## src/rtl/uart_rx_byte_source.sv

```systemverilog
// 8-N-1 UART receiver that pushes each good byte into a downstream byte queue.
// Optional even-parity framing is enabled by defining UART_RX_PARITY_EN.
module uart_rx_byte_source #(
    parameter int CLK_DIV = 434
) (
    input  logic       clk,
    input  logic       reset,
    input  logic       rx,
    input  logic       q_full,
    input  logic       clear_err,
    output logic       push,
    output logic [7:0] dout,
    output logic       busy,
    output logic       overflow,
    output logic       frame_err,
    output logic [2:0] fsm_state
`ifdef UART_RX_PARITY_EN
    ,
    output logic       parity_err
`endif
);

    localparam int CW = $clog2(CLK_DIV);
    localparam logic [CW-1:0] FULL = CW'(CLK_DIV - 1);
    localparam logic [CW-1:0] HALF = CW'(CLK_DIV / 2 - 1);

`ifdef UART_RX_PARITY_EN
    typedef enum logic [2:0] {S_IDLE, S_START, S_DATA, S_PARITY, S_STOP, S_BREAK} state_t;
    logic par_bit;
`else
    typedef enum logic [2:0] {S_IDLE, S_START, S_DATA, S_STOP, S_BREAK} state_t;
`endif

    state_t        state;
    logic          rx_m;
    logic          rx_s;
    logic [CW-1:0] cnt;
    logic [2:0]    bit_idx;
    logic [7:0]    sh;

    assign fsm_state = state;

    // Synchronizer resets to the idle line level so reset never looks like a start bit.
    always_ff @(posedge clk or posedge reset) begin
        if (reset) begin
            rx_m <= 1'b1;
            rx_s <= 1'b1;
        end else begin
            rx_m <= rx;
            rx_s <= rx_m;
        end
    end

    always_ff @(posedge clk or posedge reset) begin
        if (reset) begin
            state      <= S_IDLE;
            cnt        <= '0;
            bit_idx    <= '0;
            sh         <= '0;
            push       <= 1'b0;
            dout       <= 8'h00;
            busy       <= 1'b0;
            overflow   <= 1'b0;
            frame_err  <= 1'b0;
`ifdef UART_RX_PARITY_EN
            par_bit    <= 1'b0;
            parity_err <= 1'b0;
`endif
        end else begin
            push <= 1'b0;
            // Clear comes first so a same-cycle flag set below takes precedence.
            if (clear_err) begin
                overflow  <= 1'b0;
                frame_err <= 1'b0;
`ifdef UART_RX_PARITY_EN
                parity_err <= 1'b0;
`endif
            end
            if (cnt != '0) cnt <= cnt - 1'b1;

            case (state)
                S_IDLE: begin
                    if (!rx_s) begin
                        state <= S_START;
                        cnt   <= HALF;
                        busy  <= 1'b1;
                    end
                end
                S_START: begin
                    if (cnt == '0) begin
                        if (!rx_s) begin
                            state   <= S_DATA;
                            bit_idx <= '0;
                            cnt     <= FULL;
                        end else begin
                            state <= S_IDLE;
                            busy  <= 1'b0;
                        end
                    end
                end
                S_DATA: begin
                    if (cnt == '0) begin
                        sh      <= {rx_s, sh[7:1]};
                        cnt     <= FULL;
                        bit_idx <= bit_idx + 3'd1;
                        if (bit_idx == 3'd7) begin
`ifdef UART_RX_PARITY_EN
                            state <= S_PARITY;
`else
                            state <= S_STOP;
`endif
                        end
                    end
                end
`ifdef UART_RX_PARITY_EN
                S_PARITY: begin
                    if (cnt == '0) begin
                        par_bit <= rx_s;
                        cnt     <= FULL;
                        state   <= S_STOP;
                    end
                end
`endif
                S_STOP: begin
                    if (cnt == '0) begin
                        if (rx_s) begin
                            state <= S_IDLE;
                            busy  <= 1'b0;
`ifdef UART_RX_PARITY_EN
                            if (^{sh, par_bit}) parity_err <= 1'b1;
                            else
`endif
                            if (q_full) begin
                                overflow <= 1'b1;
                            end else begin
                                push <= 1'b1;
                                dout <= sh;
                            end
                        end else begin
                            frame_err <= 1'b1;
                            state     <= S_BREAK;
                        end
                    end
                end
                // Held-low line: wait for idle so one break yields one error event.
                S_BREAK: begin
                    if (rx_s) begin
                        state <= S_IDLE;
                        busy  <= 1'b0;
                    end
                end
                default: begin
                    state <= S_IDLE;
                    busy  <= 1'b0;
                end
            endcase
        end
    end

endmodule

```

## config.mk

```make
export PLATFORM = sky130hd
export DESIGN_NAME = uart_rx_byte_source
export DESIGN_NICKNAME = d
export VERILOG_FILES = /design/src/rtl/uart_rx_byte_source.sv
export SDC_FILE = /design/constraint.sdc
export NUM_CORES = 1
export LEC_CHECK = 0
export ABC_AREA = 1
export CAP_MARGIN = 20
export CORE_UTILIZATION = 56
export CTS_CLUSTER_DIAMETER = 50
export DETAILED_ROUTE_END_ITERATION = 8
export DONT_BUFFER_PORTS = 1
export GPL_TIMING_DRIVEN = 0
export PLACE_DENSITY = 0.75
export SYNTH_ARGS = -nofsm -noshare
export SYNTH_HDL_FRONTEND = slang
export SYNTH_SLANG_ARGS = --single-unit
```

## constraint.sdc

```tcl
create_clock -name clk -period 1.7 [get_ports clk]
set_input_delay 0.255 -clock clk [delete_from_list [all_inputs] [get_ports clk]]
set_output_delay 0.255 -clock clk [all_outputs]
set_load 0.005 [all_outputs]
```

# Word-level counts from Yosys, hierarchy flattened
# Cells that the tools add are included.
[totals] regBits=37 latchBits=0 ram_bits=0 rom_bits=0 input_bits=5 out_inout_bits=15 elab_cells=74 mem_count=0
[classes] add_sub_neg=2 mul=0 div_mod_pow=0 n_lt_le_gt_ge=0 eq_ne=13 n_shift=0 n_mux=36 n_bitwise=2 reduce_logical=10
[ops] op="9-bit two-way mux" n=5
[ops] op="3-bit two-way mux" n=10
[ops] op="9-bit one-hot mux with 3 select lines" n=1
[ops] op="1-bit two-way mux" n=16
[ops] op="3-bit one-hot mux with 5 select lines" n=1
[ops] op="2-bit inequality test (second input constant)" n=7
[ops] op="9-bit logical NOT" n=1
[ops] op="9-bit nonzero test" n=1
[ops] op="9-bit by 1-bit subtractor with 9-bit output (second input constant)" n=1
[ops] op="4-bit AND reduction" n=2
[ops] op="3-bit by 2-bit equality test with 1-bit output (second input constant)" n=2
[ops] op="3-bit equality test (second input constant)" n=2
[ops] op="3-bit one-hot mux with 2 select lines" n=1
[ops] op="6-bit AND reduction" n=1
[ops] op="1-bit one-hot mux with 4 select lines" n=1
[ops] op="3-bit by 1-bit adder with 3-bit output (second input constant)" n=1
[ops] op="3-bit by 1-bit equality test with 1-bit output (second input constant)" n=1
[ops] op="3-bit logical NOT" n=1
[ops] op="3-bit AND reduction" n=1
[ops] op="2-bit two-way mux" n=1
[ops] op="2-bit by 1-bit inequality test with 1-bit output (second input constant)" n=1
[ops] op="1-bit NOT" n=2
[ops] op="2-bit AND reduction" n=1
[ops] op="2-bit nonzero test" n=1
[ops] op="2-bit OR reduction" n=1

# Depth between registers and ports, before layout
# Gate-level depths: netlist of the first run.
[logic_depth] word_depth=5 depth_mapped=10 ltp_nobuf=10

# Worst setup path after synthesis of the first run
# Ideal clock, no wire load.
[synth_timing] path_type="register to register" from="register cnt[0]" to="register cnt[0]" setup_ns=0.126 arrival_ns=1.549 t_required_ns=1.574 path_slack_ns=0.025 path_stages_with_launch=11 path_buffers=0 period_less_slack_ns=1.675 path_cell_list="dfrtp_1 > inv_1 > ha_1 > nand2_1 > nor2_1 > nand2_2 > ha_1 > nor2_1 > a21oi_1 > nand2_1 > nand3_1"
[synth_via] elab_chain_len=5 word_cells_on_any_way=9 classes_between="add/sub (1); mux (6); reduce/logical (2)"
[synth_lines] element="start: declaration" line="37" source="logic [CW-1:0] cnt;"
[synth_lines] element="start signal: assignment" line="79" source="if (cnt != '0) cnt <= cnt - 1'b1;"
[synth_lines] element="9-bit by 1-bit subtractor with 9-bit output / 9-bit nonzero test (equally long branches)" line="79"
[synth_lines] element="9-bit two-way mux" line="79"
[synth_lines] element="9-bit two-way mux" line="91" source="if (!rx_s) begin"
[synth_lines] element="9-bit two-way mux" line="90" source="if (cnt == '0) begin"
[synth_lines] element="9-bit one-hot mux with 3 select lines *" line="81" source="case (state)"
# Mark *: on every way between the ends. The rest lies on a longest branch, timed or not.
# A chain may end at the register's enable or synchronous reset.

# Worst setup path after layout of the first run
[layout_timing] from="register cnt[0]" to="register cnt[1]"
# Same word-level chain as after synthesis.

==> results_dict.tcl, run 1 <==
set metrics [dict create \
    outcome "finished, final reports clean" \
    htreeDepth 2 \
    die_height_um 59.8 \
    dr_total_vias 1458 \
    fillers 274 \
    hold_depth 2 \
    synthTopCellsByArea "dfrtp_1 47%, nand2_1 13%, inv_1 7.2%" \
    relSlewSlack 0.491 \
    maxCapViolations 0 \
    hold_path.class "primary input to register" \
    rsz0062_at_grt "false" \
    power.total_uw 1430 \
    worstReg2RegEnd "cnt[1]" \
    p_int_uw 1090 \
    dieArea_sq_mm 0.00357 \
    viasPerCell 5.08 \
    crit_fanout 5 \
    period_share 0.957 \
    regToRegStartpoint "cnt[0]" \
    overflow 0 \
    synth_most_common_cell "nand2_1" \
    netlist_area_sq_mm 0.00187 \
    first_iter_violations 33 \
    drtPass1Iterations 4 \
    ys.warnings.count 0 \
    grt_pass1_vias 1258 \
    cts_tree "built" \
    rows 20 \
    netlist.area_leader.share 0.469 \
    register_area_sq_um 928 \
    synth.net_count 236 \
    wire_per_inst_um 12.1 \
    dpl.hpwl_um 2240 \
    finalInstanceArea_sq_mm 0.00211 \
    hp-start "q_full" \
    syn2layout_area_growth_pct 12.7 \
    avgSynthCellArea_sq_um 8.27 \
    tightestPinTransition_ns 0.762 \
    power.density_mw_per_mm2 679 \
    portBuffers 0 \
    rrSetupSlack_ns 0.07 \
    start_util 0.602 \
    finClkSkew_ns 0.0150 \
    place_area_sq_mm 0.00192 \
    finalMaxSlewViolations 0 \
    cts_buffer_depth 2 \
    antenna_found_initial 0 \
    seq_area_frac_synth 0.497 \
    pwr-share-clk 0.360 \
    cts-root-buf "clkbuf_4" \
    drt_wl_total_um 3480 \
    switchingPower_uw 338 \
    ys_async_sr_fraction 1.00 \
    critPathLaunchType "register" \
    p_sw_frac 0.236 \
    fmax_ghz 0.615 \
    leakagePower_uw 0.00112 \
    comb_power_share 0.021 \
    crit_type "register to register" \
    grt_pass1_wl_um 5600 \
    synthDistinctLibCells 25 \
    period_minus_slack_ns 1.63 \
    drive_gt1_frac 0.173 \
    coreArea_sq_mm 0.00310 \
    vdd_drop_max_mv 0.506 \
    worstRegToRegCells 9 \
    numClockSinks 37 \
    place_congestion 0.842 \
    cp-end-kind "register" \
    pwr-share-seq 0.620 \
    hold_viol_final 0 \
    multiInputGateArea_sq_um 817 \
    nets 252 \
    antennaDiodeCount 0 \
    yosys-top-cells-count "66 x nand2_1, 36 x inv_1, 35 x dfrtp_1, 17 x nor2_1, 13 x nand3_1" \
    synth_edf_count 0 \
    arrival_ns 1.88 \
    setup_viol_count_final 0 \
    timing.hold.ws_ns 0.0430 \
    setup_tns_ns 0 \
    synth-seq-cells 37 \
    ant_nets 0 \
    track_usage 0.218 \
    hold_path_end "overflow" \
    synth_top_area_cell "dfrtp_1" \
    clock_latency_ns 0.35 \
    synth-main-ff-cell "dfrtp_1" \
    drc 0 \
    cts-buffers-inserted 5 \
    io_pins 20 \
    path_clk_slew_ns 0.12 \
    grt_max_degree 38 \
    syn_inst 226 \
    die_x_um 59.8 \
    crit_required_ns 1.95 \
]
-- how the worst max path moves through the flow --
stage / start / endpoint / cells past startpoint
after floorplan: cnt[0] / cnt[0] / 10
after global placement: cnt[0] / cnt[0] / 10
after detailed placement: cnt[0] / cnt[0] / 10
after CTS: cnt[1] / cnt[0] / 10
after global routing: cnt[0] / cnt[1] / 9
final: cnt[0] / cnt[1] / 9
-- layer usage --
metal / vias up / track usage / wire length, um
li1: 743 / - / -
met1: 665 / 0.287 / 1660
met2: 44 / 0.322 / 1580
met3: 6 / 0.0758 / 183
met4: 0 / 0.0963 / 60
met5: - / 0 / 0
-- sequential cells by signal (all words and copies together) (netlist names) --
| register | count |
|---|---|
| bit_idx | 3 |
| busy | 1 |
| cnt | 9 |
| dout | 8 |
| frame_err | 1 |
| fsm_state | 3 |
| overflow | 1 |
| push | 1 |
| rx_m | 1 |
| rx_s | 1 |
| sh | 8 |
-- layout make-up --
class,count,area share
buffer,2,0.0107
sequential,37,0.441
timing repair buffer,9,0.0357
inverter,38,0.0677
clock buffer,6,0.0244
multi-input combinational,149,0.388
tap,44,0.0261
clock inverter,2,0.00654
-- worst max-delay path: stages, from the launching register on --
cell     delay, ns
dfrtp_1       0.41
inv_2         0.11
ha_4          0.16
nand2_1       0.06
nor2_2        0.12
nand2_2       0.09
buf_4         0.18
buf_4         0.14
o21ai_0       0.18
nor2_1        0.07
-- layout by cell type (no fill, tap or decap), drive strengths merged --
master and n:
dfrtp 35, ha 5, clkinv 2, inv 38, nand3b 1, clkbuf 6, xor2 4, nor2 22
or2 1, dfstp 2, nand4 6, a21oi 6, nand2 69, nor3 1, nand3 15, dlygate4sd3 3
buf 8, o21ai 19
-- cells by family after synthesis --
family / Yosys count / synth area share
xor+xnor: 4 / 0.0187
buf+inv: 40 / 0.0884
flops: 37 / 0.497
compound gates: 25 / 0.0730
simple gates: 115 / 0.290
fa+ha+maj: 5 / 0.0335
-- power by group through the flow --
| stage | registers [uW] | clock network, uW | logic (uW) |
|---|---|---|---|
| 6_report | 887 | 514 | 29.6 |
| 5_1_grt | 887 | 560 | 35.0 |
| 4_1_cts | 887 | 528 | 31.2 |
| 3_5_place_dp | 903 | 0 | 25.6 |
| 3_3_place_gp | 903 | 0 | 25.2 |
| 2_1_floorplan | 903 | 0 | 18.8 |
-- metrics by stage --
stage,setup WS [ns],utilization,cells
2_1_floorplan,0.0248,-,226
3_3_place_gp,-0.130,0.620,270
3_5_place_dp,-0.142,0.620,270
4_1_cts,0.0152,0.661,285
5_1_grt,0.0182,0.679,287
6_report,0.0737,0.679,287
-- repair_timing --
action / in CTS / in global routing
pin swaps: 0 / 1
endpoints found under the hold margin: 37 / 0
hold buffers: 3 / 0
resized for setup: 2 / 7
endpoints found under the setup margin: 2 / 9
setup buffers: 4 / 2
Note: power is estimated with default switching activity, not from simulation.
==> run 2: changes to the inputs <==
--- a/config.mk
+++ b/config.mk
@@ -7,12 +7,12 @@
 export LEC_CHECK = 0
 export ABC_AREA = 1
 export CAP_MARGIN = 20
-export CORE_UTILIZATION = 56
+export CORE_UTILIZATION = 61
 export CTS_CLUSTER_DIAMETER = 50
 export DETAILED_ROUTE_END_ITERATION = 8
 export DONT_BUFFER_PORTS = 1
 export GPL_TIMING_DRIVEN = 0
-export PLACE_DENSITY = 0.75
+export PLACE_DENSITY = 0.78
 export SYNTH_ARGS = -nofsm -noshare
 export SYNTH_HDL_FRONTEND = slang
 export SYNTH_SLANG_ARGS = --single-unit
==> constraint.sdc (replaced) <==
create_clock -name clk -period 1.8 [get_ports clk]
set_input_delay 0.27 -clock clk [delete_from_list [all_inputs] [get_ports clk]]
set_output_delay 0.27 -clock clk [all_outputs]
set_load 0.005 [all_outputs]
==> run 2 against run 1 <==
  * The flow now finishes with violations (DRC)
  * Global-route usage increased by 5.8 points
  * Routed wire length is 7.8% higher
  * Via count up 2.9%
  * Clock skew fell by 0.0063 ns
  * First-iteration DRC count is 58% higher
  * Register-to-register slack improved by 0.04 ns
  * Cell area increased by 0.18%
  * Flip-flop and latch count is the same
  * Clock power is 22% higher
  * Worst hold slack better by 0.012 ns
  * Core utilization up 6.7 points
  * Total power is 4.9% higher
  * Largest cell class unchanged
==> results_dict.tcl, run 2 (synthesis results as in run 1) <==
set metrics [dict create \
    outcome "finished, violations left" \
    violations "DRC" \
    tightestPinTransition_ns 0.823 \
    hold_path.class "primary input to register" \
    worstSetupStartpoint "cnt[0]" \
    clock_latency_ns 0.35 \
    cts-root-buf "clkbuf_4" \
    final_cell_mix "66 x nand2_1, 35 x dfrtp_1, 34 x inv_1" \
    start_util 0.661 \
    antenna_found_initial 0 \
    dpl.hpwl_um 2600 \
    period_share 0.935 \
    cts_tree "built" \
    dr_total_vias 1500 \
    viasPerCell 5.47 \
    critPathLaunchType "register" \
    pwr-share-seq 0.558 \
    cts_buffer_depth 2 \
    nets 252 \
    pwr-share-clk 0.419 \
    dieArea_sq_mm 0.00329 \
    cp-end-kind "register" \
    rows 19 \
    drc 2 \
    overflow 0 \
    wire_per_inst_um 13.7 \
    finalMaxSlewViolations 0 \
    drive_gt1_frac 0.160 \
    leakagePower_uw 0.00113 \
    drt_wl_total_um 3760 \
    first_iter_violations 52 \
    grt_pass1_vias 1515 \
    cts-buffers-inserted 5 \
    path_clk_slew_ns 0.11 \
    place_area_sq_mm 0.00194 \
    p_int_uw 1180 \
    numClockSinks 37 \
    p_sw_frac 0.215 \
    cp_slowest_stage_delay_ns 0.42 \
    relSlewSlack 0.451 \
    finClkSkew_ns 0.00866 \
    top_regs "cnt x9, dout x8, sh x8" \
    coreArea_sq_mm 0.00283 \
    track_usage 0.276 \
    antennaDiodeCount 0 \
    place_congestion 0.846 \
    finalInstanceArea_sq_mm 0.00211 \
    grt_pass1_wl_um 6700 \
    power.density_mw_per_mm2 711 \
    ant_nets 0 \
    arrival_ns 1.92 \
    crit_required_ns 2.04 \
    drtPass1Iterations 7 \
    setup_tns_ns 0 \
    maxCapViolations 0 \
    portBuffers 0 \
    fmax_ghz 0.594 \
    die_height_um 57.4 \
    crit_path_cell_trace "inv_2 > ha_4 > nand2_1 > nor2_2 > nand2_2 > ha_1 > nor2_1 > a21oi_1 > nand2_1 > nand3_1" \
    switchingPower_uw 323 \
    comb_power_share 0.023 \
    rsz0062_at_grt "false" \
    path_common_cell "nand2_1" \
    largest_register "cnt" \
    hold_viol_final 0 \
    syn2layout_area_growth_pct 12.9 \
    die_x_um 57.4 \
    regToRegStartpoint "cnt[0]" \
    hp-start "q_full" \
    period_minus_slack_ns 1.68 \
    vdd_drop_max_mv 0.599 \
    largest_reg_flops 9 \
    grt_max_degree 21 \
    crit_fanout 5 \
    io_pins 20 \
    setup_viol_count_final 0 \
    final_common_cell "nand2_1" \
    crit_type "register to register" \
    htreeDepth 2 \
    slowest_stage "dfrtp_1" \
]
## run 2: worst paths after layout
kind                            slack, ns  endpoint  cells past startpoint
worst max-delay path                 0.12    cnt[0]                     10
min in group asynchronous            0.51   dout[5]                      2
worst min-delay path                 0.05  overflow                      2
worst min register to register       0.37      rx_s                      0
worst max register to register       0.12    cnt[0]                     10
max in group asynchronous            0.65      rx_m                      3
## run 2: worst max-delay path, delay by kind of cell, from the launching register on
family / cells / cell delay (ns)
buffers and inverters: 1 / 0.12
AND/OR/NAND/NOR: 6 / 0.50
flip-flops: 1 / 0.42
adder cells (fa/ha/maj): 2 / 0.46
AO/OA/AOI/OAI: 1 / 0.07
## run 2: area by class of cell
cell class                      count  area (sq um)
Buffer                              2          22.5
Clock buffer                        6          51.3
Clock inverter                      2          37.5
Fill cell                         231           719
Inverter                           38           143
Multi-Input combinational cell    149           793
Sequential cell                    37           928
Tap cell                           31          38.8
Timing Repair Buffer                9          95.1
## run 2: timing repair
item | CTS | global route
buffers inserted | 3 | 2
resized for setup | 0 | 6
hold buffers | 3 | 0
setup endpoints to repair | 1 | 10
pin swaps | 0 | 0
endpoints found under the hold margin | 21 | 0
## run 2: per-stage QoR
stage / setup slack [ns] / cells / utilization / power, uW / hold slack (ns)
2_1_floorplan: 0.125 / 226 / - / 870 / 0.274
3_3_place_gp: -0.0102 / 257 / 0.674 / 876 / 0.275
3_5_place_dp: -0.0341 / 258 / 0.684 / 884 / 0.275
4_1_cts: 0.0383 / 272 / 0.734 / 1500 / 0.0440
5_1_grt: 0.00985 / 274 / 0.746 / 1540 / 0.0320
6_report: 0.117 / 274 / 0.746 / 1500 / 0.0549
## run 2: per-layer routing
metal  GRT usage  routed length (um)
met1       0.352                1690
met2       0.432                1760
met3      0.0975                 243
met4       0.111                  63
met5           0                   0
## run 2: power by group through the flow
| stage | Clock (uW) | Sequential (uW) | Combinational, uW |
|---|---|---|---|
| after floorplan | 0 | 853 | 17.8 |
| after global placement | 0 | 853 | 22.7 |
| after detailed placement | 0 | 853 | 31.2 |
| after CTS | 629 | 837 | 36.2 |
| after global routing | 663 | 838 | 39.9 |
| final | 628 | 837 | 34.8 |
==> run 3: changes to the inputs <==
--- a/config.mk
+++ b/config.mk
@@ -12,7 +12,7 @@
 export DETAILED_ROUTE_END_ITERATION = 8
 export DONT_BUFFER_PORTS = 1
 export GPL_TIMING_DRIVEN = 0
-export PLACE_DENSITY = 0.78
+export PLACE_DENSITY = 0.77
 export SYNTH_ARGS = -nofsm -noshare
 export SYNTH_HDL_FRONTEND = slang
 export SYNTH_SLANG_ARGS = --single-unit
==> run 3 against run 2 <==
  * The run now ends clean
  * Die area unchanged
  * Core utilization down 1.4 points
  * First-iteration DRC count grew 62%
  * Flip-flop and latch count stayed put
  * Total power shrank 11%
==> results_dict.tcl, run 3 (synthesis results as in run 1) <==
set metrics [dict create \
    crit_family "simple AND/OR/NAND/NOR gates" \
    wire_per_inst_um 13.1 \
    period_minus_slack_ns 1.70 \
    antenna_found_initial 0 \
    power.density_mw_per_mm2 642 \
    rrSetupSlack_ns 0.1 \
    nets 251 \
    grt_pass1_vias 1438 \
    relSlewSlack 0.497 \
    outcome "finished, final reports clean" \
    grt_max_degree 22 \
    vdd_drop_max_mv 0.587 \
    cp_slowest_stage_delay_ns 0.41 \
    cts-root-buf "clkbuf_4" \
    start_util 0.661 \
    place_congestion 0.823 \
    grt_pass1_wl_um 5980 \
    largest_reg_flops 9 \
    finClkSkew_ns 0.0146 \
    drc 0 \
    rows 19 \
    pre_cts_ws_ns -0.0408 \
    fmax_ghz 0.587 \
    ant_nets 0 \
    top_regs "cnt x9, dout x8, sh x8" \
    cts_buffer_depth 2 \
    finalMaxSlewViolations 0 \
    overflow 0 \
    cp_num_buf_inv 1 \
    arrival_ns 1.93 \
    slowest_stage "dfrtp_1" \
    setup_tns_ns 0 \
    critPathLaunchType "register" \
    track_usage 0.238 \
    viasPerCell 5.50 \
    numClockSinks 37 \
    leakagePower_uw 0.00111 \
    largest_register "cnt" \
    period_share 0.947 \
    final_cell_mix "66 x nand2_1, 35 x inv_1, 35 x dfrtp_1" \
    io_pins 20 \
    crit_required_ns 2.03 \
    cts-buffers-inserted 5 \
    die_height_um 57.4 \
    cp-end-kind "register" \
    dieArea_sq_mm 0.00329 \
    htreeDepth 2 \
    crit_path_cell_trace "inv_1 > ha_4 > nand2_1 > nor2_1 > nand2_2 > ha_1 > nor2_1 > a21oi_1 > nand2_1 > nand3_1" \
    setup_viol_count_final 0 \
    drive_gt1_frac 0.140 \
    first_iter_violations 84 \
    maxCapViolations 0 \
    crit_type "register to register" \
    syn2layout_area_growth_pct 10.8 \
    fillers 230 \
    coreArea_sq_mm 0.00283 \
    dpl.hpwl_um 2530 \
    drtPass1Iterations 4 \
    timing.final.ws_setup_ns 0.0962 \
    antennaDiodeCount 0 \
    clock_latency_ns 0.33 \
    hold_path.class "primary input to register" \
    crit_fanout 3 \
    timing.hold.ws_ns 0.0842 \
    final_common_cell "nand2_1" \
    path_clk_slew_ns 0.11 \
    die_x_um 57.4 \
    portBuffers 0 \
    tightestPinTransition_ns 0.754 \
    cts_tree "built" \
    drt_wl_total_um 3570 \
    hold_viol_final 0 \
    dr_total_vias 1501 \
]
## run 3: changes by cell type in the layout (fill, tap and decap cells not counted), sizes merged
cell,previous run,this run
buf,8,7
clkbuf,6,7
bufinv,1,0
## run 3: worst reg2reg max path, cell delays in order (launching register included)
cell,delay (ns)
dfrtp_1,0.41
inv_1,0.13
ha_4,0.17
nand2_1,0.06
nor2_1,0.15
nand2_2,0.10
ha_1,0.30
nor2_1,0.11
a21oi_1,0.07
nand2_1,0.06
nand3_1,0.05
## run 3: metrics by stage
step / total power [uW] / util / area (sq um) / std cells
after CTS: 1340 / 0.725 / 2050 / 272
after detailed placement: 884 / 0.684 / 1940 / 258
after global routing: 1370 / 0.732 / 2070 / 273
after global placement: 876 / 0.674 / 1910 / 257
final: 1330 / 0.732 / 2070 / 273
after floorplan: 870 / - / 1870 / 226
## run 3: cell type report
type,instances,area (sq um),share of cell area
sequential,37,928,0.448
multi-input combinational,149,788,0.381
inverter,38,143,0.0689
timing repair buffer,8,87.6,0.0423
clock buffer,7,55.1,0.0266
tap,31,38.8,0.0187
buffer,2,22.5,0.0109
clock inverter,1,7.51,0.00363
## run 3: power breakdown
group	internal [uW]	switching, uW	total [uW]	leakage, uW
registers	835	2.30	837	0.000445
clock network	191	265	457	0.0000315
logic	12.5	22.6	35.1	0.000636
total	1040	290	1330	0.00111
## run 3: path summary, 6_finish.rpt
kind                                 from         to  cells past startpoint
max in group asynchronous           reset       rx_m                      3
worst max register to register     cnt[1]     cnt[0]                     10
worst max-delay path               cnt[1]     cnt[0]                     10
min in group asynchronous           reset    dout[1]                      2
worst min-delay path            clear_err  frame_err                      3
worst min register to register       rx_m       rx_s                      0
## run 3: routing by layer
metal,global-route usage,routed length (um),share of wire
met4,0.0906,58,0.016
met1,0.287,1510,0.42
met2,0.409,1730,0.49
met3,0.0612,271,0.076
met5,0,0,0
## run 3: timing repair
| item | CTS | global route |
|---|---|---|
| endpoints found under the hold margin | 18 | 0 |
| pin swaps | 0 | 0 |
| resized for setup | 0 | 3 |
| buffers inserted | 3 | 1 |
| hold buffers | 3 | 0 |
| endpoints found under the setup margin | 1 | 8 |
